$ cat src/rtl/sync_fifo_param_if.sv
// Producer/consumer bundle for sync_fifo_param; the FIFO takes the slave side.
// count is wide enough to hold 0..DEPTH inclusive.
interface sync_fifo_param_if #(
    parameter int WIDTH = 8,
    parameter int DEPTH = 8
);
    localparam int CW = $clog2(DEPTH) + 1;

    logic             clr;
    logic             wr_en;
    logic [WIDTH-1:0] datain;
    logic             rd_en;
    logic [WIDTH-1:0] dataout;
    logic             dout_valid;
    logic             full;
    logic             empty;
    logic             almost_full;
    logic             almost_empty;
    logic [CW-1:0]    count;
    logic             overflow;
    logic             underflow;

    modport master (
        output clr, wr_en, datain, rd_en,
        input  dataout, dout_valid, full, empty, almost_full, almost_empty,
               count, overflow, underflow
    );

    modport slave (
        input  clr, wr_en, datain, rd_en,
        output dataout, dout_valid, full, empty, almost_full, almost_empty,
               count, overflow, underflow
    );
endinterface

$ cat src/rtl/sync_fifo_param.sv
// Circular-buffer synchronous FIFO; registered read data one cycle after an accepted rd_en.
// No fall-through; writes to a full FIFO pass only alongside an accepted read, rejects set sticky errors.
module sync_fifo_param #(
    parameter int WIDTH    = 8,
    parameter int DEPTH    = 8,
    parameter int AF_LEVEL = DEPTH - 1,
    parameter int AE_LEVEL = 1
) (
    input  logic             clk,
    input  logic             rst,
    sync_fifo_param_if.slave fifo_if
);
    localparam int PW = $clog2(DEPTH);
    localparam int CW = PW + 1;
    localparam logic [CW-1:0] FULL_CNT = CW'(DEPTH);
    localparam logic [CW-1:0] AF_CNT   = CW'(AF_LEVEL);
    localparam logic [CW-1:0] AE_CNT   = CW'(AE_LEVEL);

    if ((DEPTH < 2) || ((DEPTH & (DEPTH - 1)) != 0)) begin : g_bad_depth
        $error("sync_fifo_param: DEPTH must be a power of two >= 2");
    end
    if ((AF_LEVEL > DEPTH) || (AE_LEVEL > DEPTH)) begin : g_bad_levels
        $error("sync_fifo_param: AF_LEVEL and AE_LEVEL must not exceed DEPTH");
    end
    if (WIDTH < 1) begin : g_bad_width
        $error("sync_fifo_param: WIDTH must be >= 1");
    end

    logic [WIDTH-1:0] mem_q [DEPTH];

    logic [PW-1:0]    wr_ptr_q, wr_ptr_d;
    logic [PW-1:0]    rd_ptr_q, rd_ptr_d;
    logic [CW-1:0]    count_q, count_d;
    logic [WIDTH-1:0] dataout_q, dataout_d;
    logic             dout_valid_q, dout_valid_d;
    logic             overflow_q, overflow_d;
    logic             underflow_q, underflow_d;

    logic             full;
    logic             empty;
    logic             rd_ok;
    logic             wr_ok;

    always_comb begin
        empty = (count_q == '0);
        full  = (count_q == FULL_CNT);
        // A flush swallows both requests, so neither can be accepted nor flagged.
        rd_ok = fifo_if.rd_en & ~empty & ~fifo_if.clr;
        wr_ok = fifo_if.wr_en & (~full | rd_ok) & ~fifo_if.clr;
    end

    always_comb begin
        wr_ptr_d     = wr_ptr_q;
        rd_ptr_d     = rd_ptr_q;
        count_d      = count_q;
        dataout_d    = dataout_q;
        dout_valid_d = 1'b0;
        overflow_d   = overflow_q;
        underflow_d  = underflow_q;

        if (fifo_if.clr) begin
            wr_ptr_d = '0;
            rd_ptr_d = '0;
            count_d  = '0;
        end else begin
            if (wr_ok) begin
                wr_ptr_d = wr_ptr_q + 1'b1;
            end
            if (rd_ok) begin
                rd_ptr_d     = rd_ptr_q + 1'b1;
                dataout_d    = mem_q[rd_ptr_q];
                dout_valid_d = 1'b1;
            end
            case ({wr_ok, rd_ok})
                2'b10:   count_d = count_q + CW'(1);
                2'b01:   count_d = count_q - CW'(1);
                default: count_d = count_q;
            endcase
            if (fifo_if.wr_en && !wr_ok) begin
                overflow_d = 1'b1;
            end
            if (fifo_if.rd_en && !rd_ok) begin
                underflow_d = 1'b1;
            end
        end
    end

    always_ff @(posedge clk or posedge rst) begin
        if (rst) begin
            wr_ptr_q     <= '0;
            rd_ptr_q     <= '0;
            count_q      <= '0;
            dataout_q    <= '0;
            dout_valid_q <= 1'b0;
            overflow_q   <= 1'b0;
            underflow_q  <= 1'b0;
        end else begin
            wr_ptr_q     <= wr_ptr_d;
            rd_ptr_q     <= rd_ptr_d;
            count_q      <= count_d;
            dataout_q    <= dataout_d;
            dout_valid_q <= dout_valid_d;
            overflow_q   <= overflow_d;
            underflow_q  <= underflow_d;
        end
    end

    // Storage is deliberately left out of reset; only words behind count are ever read.
    always_ff @(posedge clk) begin
        if (wr_ok) begin
            mem_q[wr_ptr_q] <= fifo_if.datain;
        end
    end

    assign fifo_if.dataout      = dataout_q;
    assign fifo_if.dout_valid   = dout_valid_q;
    assign fifo_if.full         = full;
    assign fifo_if.empty        = empty;
    assign fifo_if.almost_full  = (count_q >= AF_CNT);
    assign fifo_if.almost_empty = (count_q <= AE_CNT);
    assign fifo_if.count        = count_q;
    assign fifo_if.overflow     = overflow_q;
    assign fifo_if.underflow    = underflow_q;
endmodule

$ cat src/flat_wrapper.sv
// flat-port wrapper written by rule: the top's interface ports become plain ports
module sync_fifo_param_flat 
#(
    parameter int WIDTH    = 8,
    parameter int DEPTH    = 8,
    parameter int AF_LEVEL = DEPTH - 1,
    parameter int AE_LEVEL = 1
)
  (clk, rst, fifo_if_clr, fifo_if_wr_en, fifo_if_datain, fifo_if_rd_en, fifo_if_dataout, fifo_if_dout_valid, fifo_if_full, fifo_if_empty, fifo_if_almost_full, fifo_if_almost_empty, fifo_if_count, fifo_if_overflow, fifo_if_underflow);
  sync_fifo_param_if #(.WIDTH(WIDTH), .DEPTH(DEPTH)) fifo_if_i ();
  input  logic clk;
  input  logic rst;
  input wire logic [$bits(fifo_if_i.clr)-1:0] fifo_if_clr;
  input wire logic [$bits(fifo_if_i.wr_en)-1:0] fifo_if_wr_en;
  input wire logic [$bits(fifo_if_i.datain)-1:0] fifo_if_datain;
  input wire logic [$bits(fifo_if_i.rd_en)-1:0] fifo_if_rd_en;
  output wire logic [$bits(fifo_if_i.dataout)-1:0] fifo_if_dataout;
  output wire logic [$bits(fifo_if_i.dout_valid)-1:0] fifo_if_dout_valid;
  output wire logic [$bits(fifo_if_i.full)-1:0] fifo_if_full;
  output wire logic [$bits(fifo_if_i.empty)-1:0] fifo_if_empty;
  output wire logic [$bits(fifo_if_i.almost_full)-1:0] fifo_if_almost_full;
  output wire logic [$bits(fifo_if_i.almost_empty)-1:0] fifo_if_almost_empty;
  output wire logic [$bits(fifo_if_i.count)-1:0] fifo_if_count;
  output wire logic [$bits(fifo_if_i.overflow)-1:0] fifo_if_overflow;
  output wire logic [$bits(fifo_if_i.underflow)-1:0] fifo_if_underflow;
  assign fifo_if_i.clr = fifo_if_clr;
  assign fifo_if_i.wr_en = fifo_if_wr_en;
  assign fifo_if_i.datain = fifo_if_datain;
  assign fifo_if_i.rd_en = fifo_if_rd_en;
  assign fifo_if_dataout = fifo_if_i.dataout;
  assign fifo_if_dout_valid = fifo_if_i.dout_valid;
  assign fifo_if_full = fifo_if_i.full;
  assign fifo_if_empty = fifo_if_i.empty;
  assign fifo_if_almost_full = fifo_if_i.almost_full;
  assign fifo_if_almost_empty = fifo_if_i.almost_empty;
  assign fifo_if_count = fifo_if_i.count;
  assign fifo_if_overflow = fifo_if_i.overflow;
  assign fifo_if_underflow = fifo_if_i.underflow;
  sync_fifo_param #(.WIDTH(WIDTH), .DEPTH(DEPTH), .AF_LEVEL(AF_LEVEL), .AE_LEVEL(AE_LEVEL)) u_core (.clk(clk), .rst(rst), .fifo_if(fifo_if_i));
endmodule
$ cat config.mk
export PLATFORM = sky130hd
export DESIGN_NAME = sync_fifo_param_flat
export DESIGN_NICKNAME = d
export VERILOG_FILES = /design/src/rtl/sync_fifo_param_if.sv /design/src/rtl/sync_fifo_param.sv /design/src/flat_wrapper.sv
export SDC_FILE = /design/constraint.sdc
export NUM_CORES = 1
export LEC_CHECK = 0
export BUFFER_PORTS_ARGS = -buffer_cell sky130_fd_sc_hd__buf_4
export CORE_MARGIN = 5
export CORE_UTILIZATION = 35
export CTS_CLUSTER_SIZE = 30
export DETAILED_ROUTE_END_ITERATION = 16
export HOLD_SLACK_MARGIN = 0.06
export MAX_ROUTING_LAYER = met4
export REMOVE_ABC_BUFFERS = 1
export SYNTH_ARGS = -nofsm -noshare
export SYNTH_HDL_FRONTEND = slang
export SYNTH_SLANG_ARGS = --single-unit
$ cat constraint.sdc
create_clock -name clk -period 2.3 [get_ports clk]
set_input_delay 0.23 -clock clk [delete_from_list [all_inputs] [get_ports clk]]
set_output_delay 0.23 -clock clk [all_outputs]
set_load 0.02 [all_outputs]
# After elaboration in Yosys (flattened, before gate mapping)

Memories as Yosys holds them, arrays and structs flattened. A register that Yosys moved wholly into a read port is not among the register bits.
Cells that the tools add are included.

Flip-flop bits (word level): 13
Memory bits (writable): 64
Input bits: 13
Logic and storage cells: 45
Memories kept: 1

Add/subtract/negate cells: 4
$lt $le $gt $ge: 2
Equality and inequality tests: 3
Mux-type cells: 10
Bitwise logic cells: 8
Reductions and logical operators: 11

Memory list:

| memory       | depth | width | rd ports | clocked after Yosys merged registers in | write ports | line                  | RTL |
|---|---|---|---|---|---|---|---|
| u_core.mem_q | 8     | 8     | 1        | 1                                       | 1           | sync_fifo_param.sv:29 | `logic [WIDTH-1:0] mem_q [DEPTH];` |

Operators by type and width:

| kind                                                               | number |
|---|---|
| 2-to-1 mux 3 bit                                                   | 4 |
| one-hot mux 4 bit (2 select lines)                                 | 1 |
| adder 3 x 1 -> 3 bit (second input constant)                       | 2 |
| AND reduction 2 bit                                                | 3 |
| adder 4 x 1 -> 4 bit (second input constant)                       | 1 |
| bitwise AND 1 bit                                                  | 4 |
| == test 4 bit (second input constant)                              | 1 |
| greater-or-equal comparator 4 x 3 -> 1 bit (second input constant) | 1 |
| <= comparator 4 x 1 -> 1 bit (second input constant)               | 1 |
| zero test 4 bit                                                    | 1 |
| 2-to-1 mux 1 bit                                                   | 4 |
| 2-to-1 mux 4 bit                                                   | 1 |
| nonzero test 2 bit                                                 | 2 |
| subtractor 4 x 1 -> 4 bit (second input constant)                  | 1 |
| NOT 1 bit                                                          | 3 |
| nonzero test 3 bit                                                 | 1 |
| == test 2 x 1 -> 1 bit (second input constant)                     | 1 |
| == test 2 bit (second input constant)                              | 1 |
| logical AND 1 bit                                                  | 2 |
| zero test 1 bit                                                    | 2 |
| bitwise OR 1 bit                                                   | 1 |

# Logic depth before layout (Yosys ltp)

Depth in word-level cells: 10
Mapped depth: 6
Mapped depth without buffers: 6

# Worst setup path before layout

Ideal clock, no wire load.

Kind: reg2reg
From: register u_core.count_q[0], in the netlist u_core.fifo_if.count[0]
To: memory u_core.mem_q[0][0], enable pin
Library setup time: 0.383 ns
Data arrival time: 1.827 ns
Path slack: 0.090 ns
Stages on the path, launching flop included: 7
Period minus slack after synthesis: 2.210 ns
Cells stage by stage: dfrtp_1 > inv_1 > ha_1 > nand2b_4 > o311a_1 > nand2b_1 > nor3_1

Cells in the longest elaborated chain, start to end: 9
Elaborated cells on any way between the ends: 11
Those cells by class: 1 x eq/ne; 2 x mux; 7 x bitwise; 1 x reduce/logical

Ends and longest elaborated chain:

| what                                       | line                   | RTL |
|---|---|---|
| start, declared                            | sync_fifo_param.sv:33  | `logic [CW-1:0] count_q, count_d;` |
| start signal, assigned                     | sync_fifo_param.sv:100 | `count_q <= count_d;` |
| zero test 4 bit                            | sync_fifo_param.sv:45  | `empty = (count_q == '0);` |
| NOT 1 bit                                  | sync_fifo_param.sv:48  | `rd_ok = fifo_if.rd_en & ~empty & ~fifo_if.clr;` |
| bitwise AND 1 bit (2 in a row)             | sync_fifo_param.sv:48  |  |
| bitwise OR 1 bit (*)                       | sync_fifo_param.sv:49  | `wr_ok = fifo_if.wr_en & (~full \| rd_ok) & ~fifo_if.clr;` |
| bitwise AND 1 bit (*) (2 in a row)         | sync_fifo_param.sv:49  |  |
| 2-to-1 mux 1 bit (*)                       | sync_fifo_param.sv:110 | `if (wr_ok) begin` |
| 2-to-1 mux 1 bit (implied by the code) (*) | sync_fifo_param.sv:111 | `mem_q[wr_ptr_q] <= fifo_if.datain;` |
| end, declared                              | sync_fifo_param.sv:29  |  |

Every way passes the cells marked *; elsewhere a longest branch is shown, timed or not.

# Worst setup path after layout

From: register u_core.count_q[1], in the netlist u_core.fifo_if.count[1]
To: memory u_core.mem_q[4][4], enable pin

The elaborated chain is that of the path after synthesis.

==> results.json <==
{
  "htree_levels": 3,
  "crit_path_end_kind": "register",
  "wl_met2_um": 3479,
  "fin_crit_sh": 0.9045,
  "place_ws_ps": 215.7,
  "rr_endpoint": "u_core.mem_q[4][4]",
  "ys_seq_elements": 85,
  "finalNetCount": 315,
  "layout.cells.non_filler": 438,
  "syn2layout_area_growth_pct": 18.63,
  "hold_end": "u_core.mem_q[7][4]",
  "track_usage": 0.1269,
  "top_layer_used": "met4",
  "worstRegToRegCells": 6,
  "routed_wl_um": 7442,
  "required_ps": 2270,
  "status": "finished clean",
  "path_cells": "inv_1 > ha_1 > nand2b_4 > o311a_1 > nand2b_1 > nor2_1",
  "hold_depth": 1,
  "hold_viol_final": 0,
  "clock_sinks": 85,
  "p_comb_frac": 0.218,
  "yosysSeqAreaShare": 0.6787,
  "first_pass_iters": 4,
  "crit_type": "register to register",
  "setup-violations-final": 0,
  "synthXorXnorAreaFrac": 0.01457,
  "p_per_area_nw_per_um2": 859.1,
  "portBuffers": 31,
  "grt_pass1_vias": 2240,
  "clkPwrFrac": 0.287,
  "cts_tree": "yes",
  "yosysUniqueCellTypes": 37,
  "synth_area_um2": 3606,
  "cp.arrival_ps": 2050,
  "synth-simple-area-share": 0.08848,
  "cp_top_family": "simple AND/OR/NAND/NOR gates",
  "p_int_mw": 2.618,
  "worstHoldStart": "fifo_if_datain[4]",
  "switching_share": 0.2877,
  "seq_power_share": 0.495,
  "cpPeakStageDelay_ps": 660,
  "dp.cells": 421,
  "finClkSkew_ps": 8.464,
  "synthAdderAreaFrac": 0.01735,
  "viasPerCell": 4.881,
  "clock_latency_ps": 350,
  "synth_top_area_cell": "edfxtp_1",
  "wl_per_cell_um": 16.99,
  "async_flop_share": 0.2471,
  "clockBufferDepth": 2,
  "path_depth": 6,
  "slew_violations": 0,
  "diodes": 0,
  "worst_pin_slew_ps": 838.3,
  "drt-met1-wl_um": 3561,
  "num_io_pins": 32,
  "avgSynthCellArea_um2": 14.25,
  "drive_gt1_frac": 0.2219,
  "synth_compound_area_frac": 0.07425,
  "synth_common_cells": "64 x edfxtp_1, 34 x mux2i_1, 21 x dfrtp_1",
  "synth_top_family_by_area": "multiplexers",
  "cts_root_buf": "clkbuf_8",
  "p_leak_nw": 1.579,
  "nFillCells": 977,
  "setup_ws_ps": 219.6,
  "post_cts_resize_count": 0,
  "syn_inst": 253,
  "max_clock_freq_mhz": 480.7,
  "r2r-start": "u_core.fifo_if.count[1]",
  "crit_buf_inv": 1,
  "grt_pass1_wl_um": 11950,
  "synth_top_area_frac": 0.5330,
  "synth_flop_cell": "edfxtp_1",
  "wl_met3_um": 341,
  "path_clk_slew_ps": 90,
  "fp.dieW_um": 111.5,
  "power_mw": 3.675,
  "row_count": 37,
  "fin_crit_ps": 2080,
  "hpwlAfterDp_um": 5054,
  "p_sw_mw": 1.057,
  "crit_start": "u_core.fifo_if.count[1]",
  "cp_max_fo": 8,
  "fin_util": 0.4200,
  "ant_nets": 0,
  "fin_setup_tns_ps": 0,
  "irDropWorstVdd_v": 0.0003651,
  "startpoint_type": "register",
  "grt_max_degree": 35,
  "synthTopCellsByArea": "edfxtp_1 53%, dfrtp_1 15%, mux2i_1 9.4%",
  "hp-class": "input port to register",
  "numCtsBuffers": 9,
  "slew_headroom": 0.4391,
  "drtIter0Drc": 150,
  "gp_congestion": 0.7595,
  "rrSetupSlack_ps": 220,
  "ys.warnings.count": 0,
  "cap_violations": 0,
  "grt_overflow_total": 0,
  "synth_edf_count": 64,
  "vias": 2138,
  "dieHeight_um": 111.5,
  "muxShareOfSynthArea": 0.1044,
  "die_area_um2": 12430,
  "coreArea_um2": 10180,
  "drc_errors": 0,
  "yosysMostFrequentCell": "edfxtp_1",
  "start_util": 0.3541,
  "rsz0062_at_grt": "no",
  "antenna_found_initial": 0,
  "crit_path_top_delay_cell": "nor2_1"
}
## layer usage
metal  GRT usage  vias to the layer above
met5           -                        -
met4     0.03893                        0
li1            -                     1030
met1      0.1653                     1054
met3     0.03261                        5
met2      0.1962                       49
## placed cells by master, fill, tap and decap left out, types with 2 or more instances in the layout
| cell type | synthesis | routed |
|---|---|---|
| xor2_1 | 6 | 6 |
| inv_1 | 6 | 6 |
| ha_1 | 5 | 5 |
| nand2_1 | 13 | 13 |
| inv_6 | 0 | 2 |
| nand3_1 | 9 | 9 |
| o21ai_0 | 13 | 13 |
| edfxtp_1 | 64 | 64 |
| mux2i_1 | 34 | 34 |
| nor2b_1 | 4 | 4 |
| o311a_1 | 2 | 2 |
| dfrtp_1 | 21 | 21 |
| clkinvlp_4 | 0 | 2 |
| nand2b_1 | 5 | 5 |
| a22oi_1 | 16 | 16 |
| buf_4 | 0 | 44 |
| nor3_1 | 3 | 3 |
| nand3b_1 | 2 | 2 |
| clkbuf_8 | 0 | 9 |
| nor2_1 | 19 | 19 |
## worst max-delay path by stage
stage	endpoint	slack (ps)
2_1_floorplan	u_core.mem_q[0][0]	90
3_3_place_gp	u_core.mem_q[4][7]	220
3_5_place_dp	u_core.mem_q[4][2]	220
4_1_cts	u_core.mem_q[4][0]	200
5_1_grt	u_core.mem_q[5][0]	80
6_report	u_core.mem_q[4][4]	220
## power by group through the flow
stage / Sequential [mW] / Clock, mW / Combinational, mW
2_1_floorplan: 1.99 / 0 / 0.326
3_3_place_gp: 1.85 / 0 / 0.799
3_5_place_dp: 1.86 / 0 / 0.809
4_1_cts: 1.82 / 1.08 / 0.813
5_1_grt: 1.83 / 1.15 / 0.881
6_report: 1.82 / 1.05 / 0.802
## cells by family after synthesis
| group | count (synthesis) |
|---|---|
| simple gates | 62 |
| xor+xnor | 6 |
| fa+ha+maj | 5 |
| flops | 85 |
| mux | 37 |
| buf+inv | 19 |
| compound gates | 39 |
## final cells by class
type                       count  area (µm²)  share of cell area
inverter                       6       22.52            0.005265
clock buffer                  10       127.6             0.02983
sequential                    85        2447              0.5721
multi-input combinational    149        1079              0.2521
timing repair buffer          46       360.3             0.08424
tap                          136       170.2             0.03978
clock inverter                 6       71.32             0.01667
## registers in the layout, summed over array words and instances, names as in the netlist
name	cells
u_core.fifo_if.dataout	8
u_core.fifo_if.dout_valid	1
u_core.mem_q	64
u_core.fifo_if.count	4
u_core.wr_ptr_q	3
u_core.fifo_if.overflow	1
u_core.rd_ptr_q	3
u_core.fifo_if.underflow	1
## through the flow
| stage | area [µm²] | hold WS, ps |
|---|---|---|
| 2_1_floorplan | 3548 | 206.5 |
| 6_report | 4278 | 112.1 |
| 5_1_grt | 4278 | 93.75 |
| 4_1_cts | 4278 | 96.69 |
| 3_5_place_dp | 4069 | 434.0 |
| 3_3_place_gp | 4069 | 425.5 |
## repair_timing
action                                  CTS  global route
endpoints found under the setup margin    0             0
buffers inserted                          0             0
hold endpoints to repair                 17             0
hold buffers                              1             0
Power figures use the tool's default switching activity.
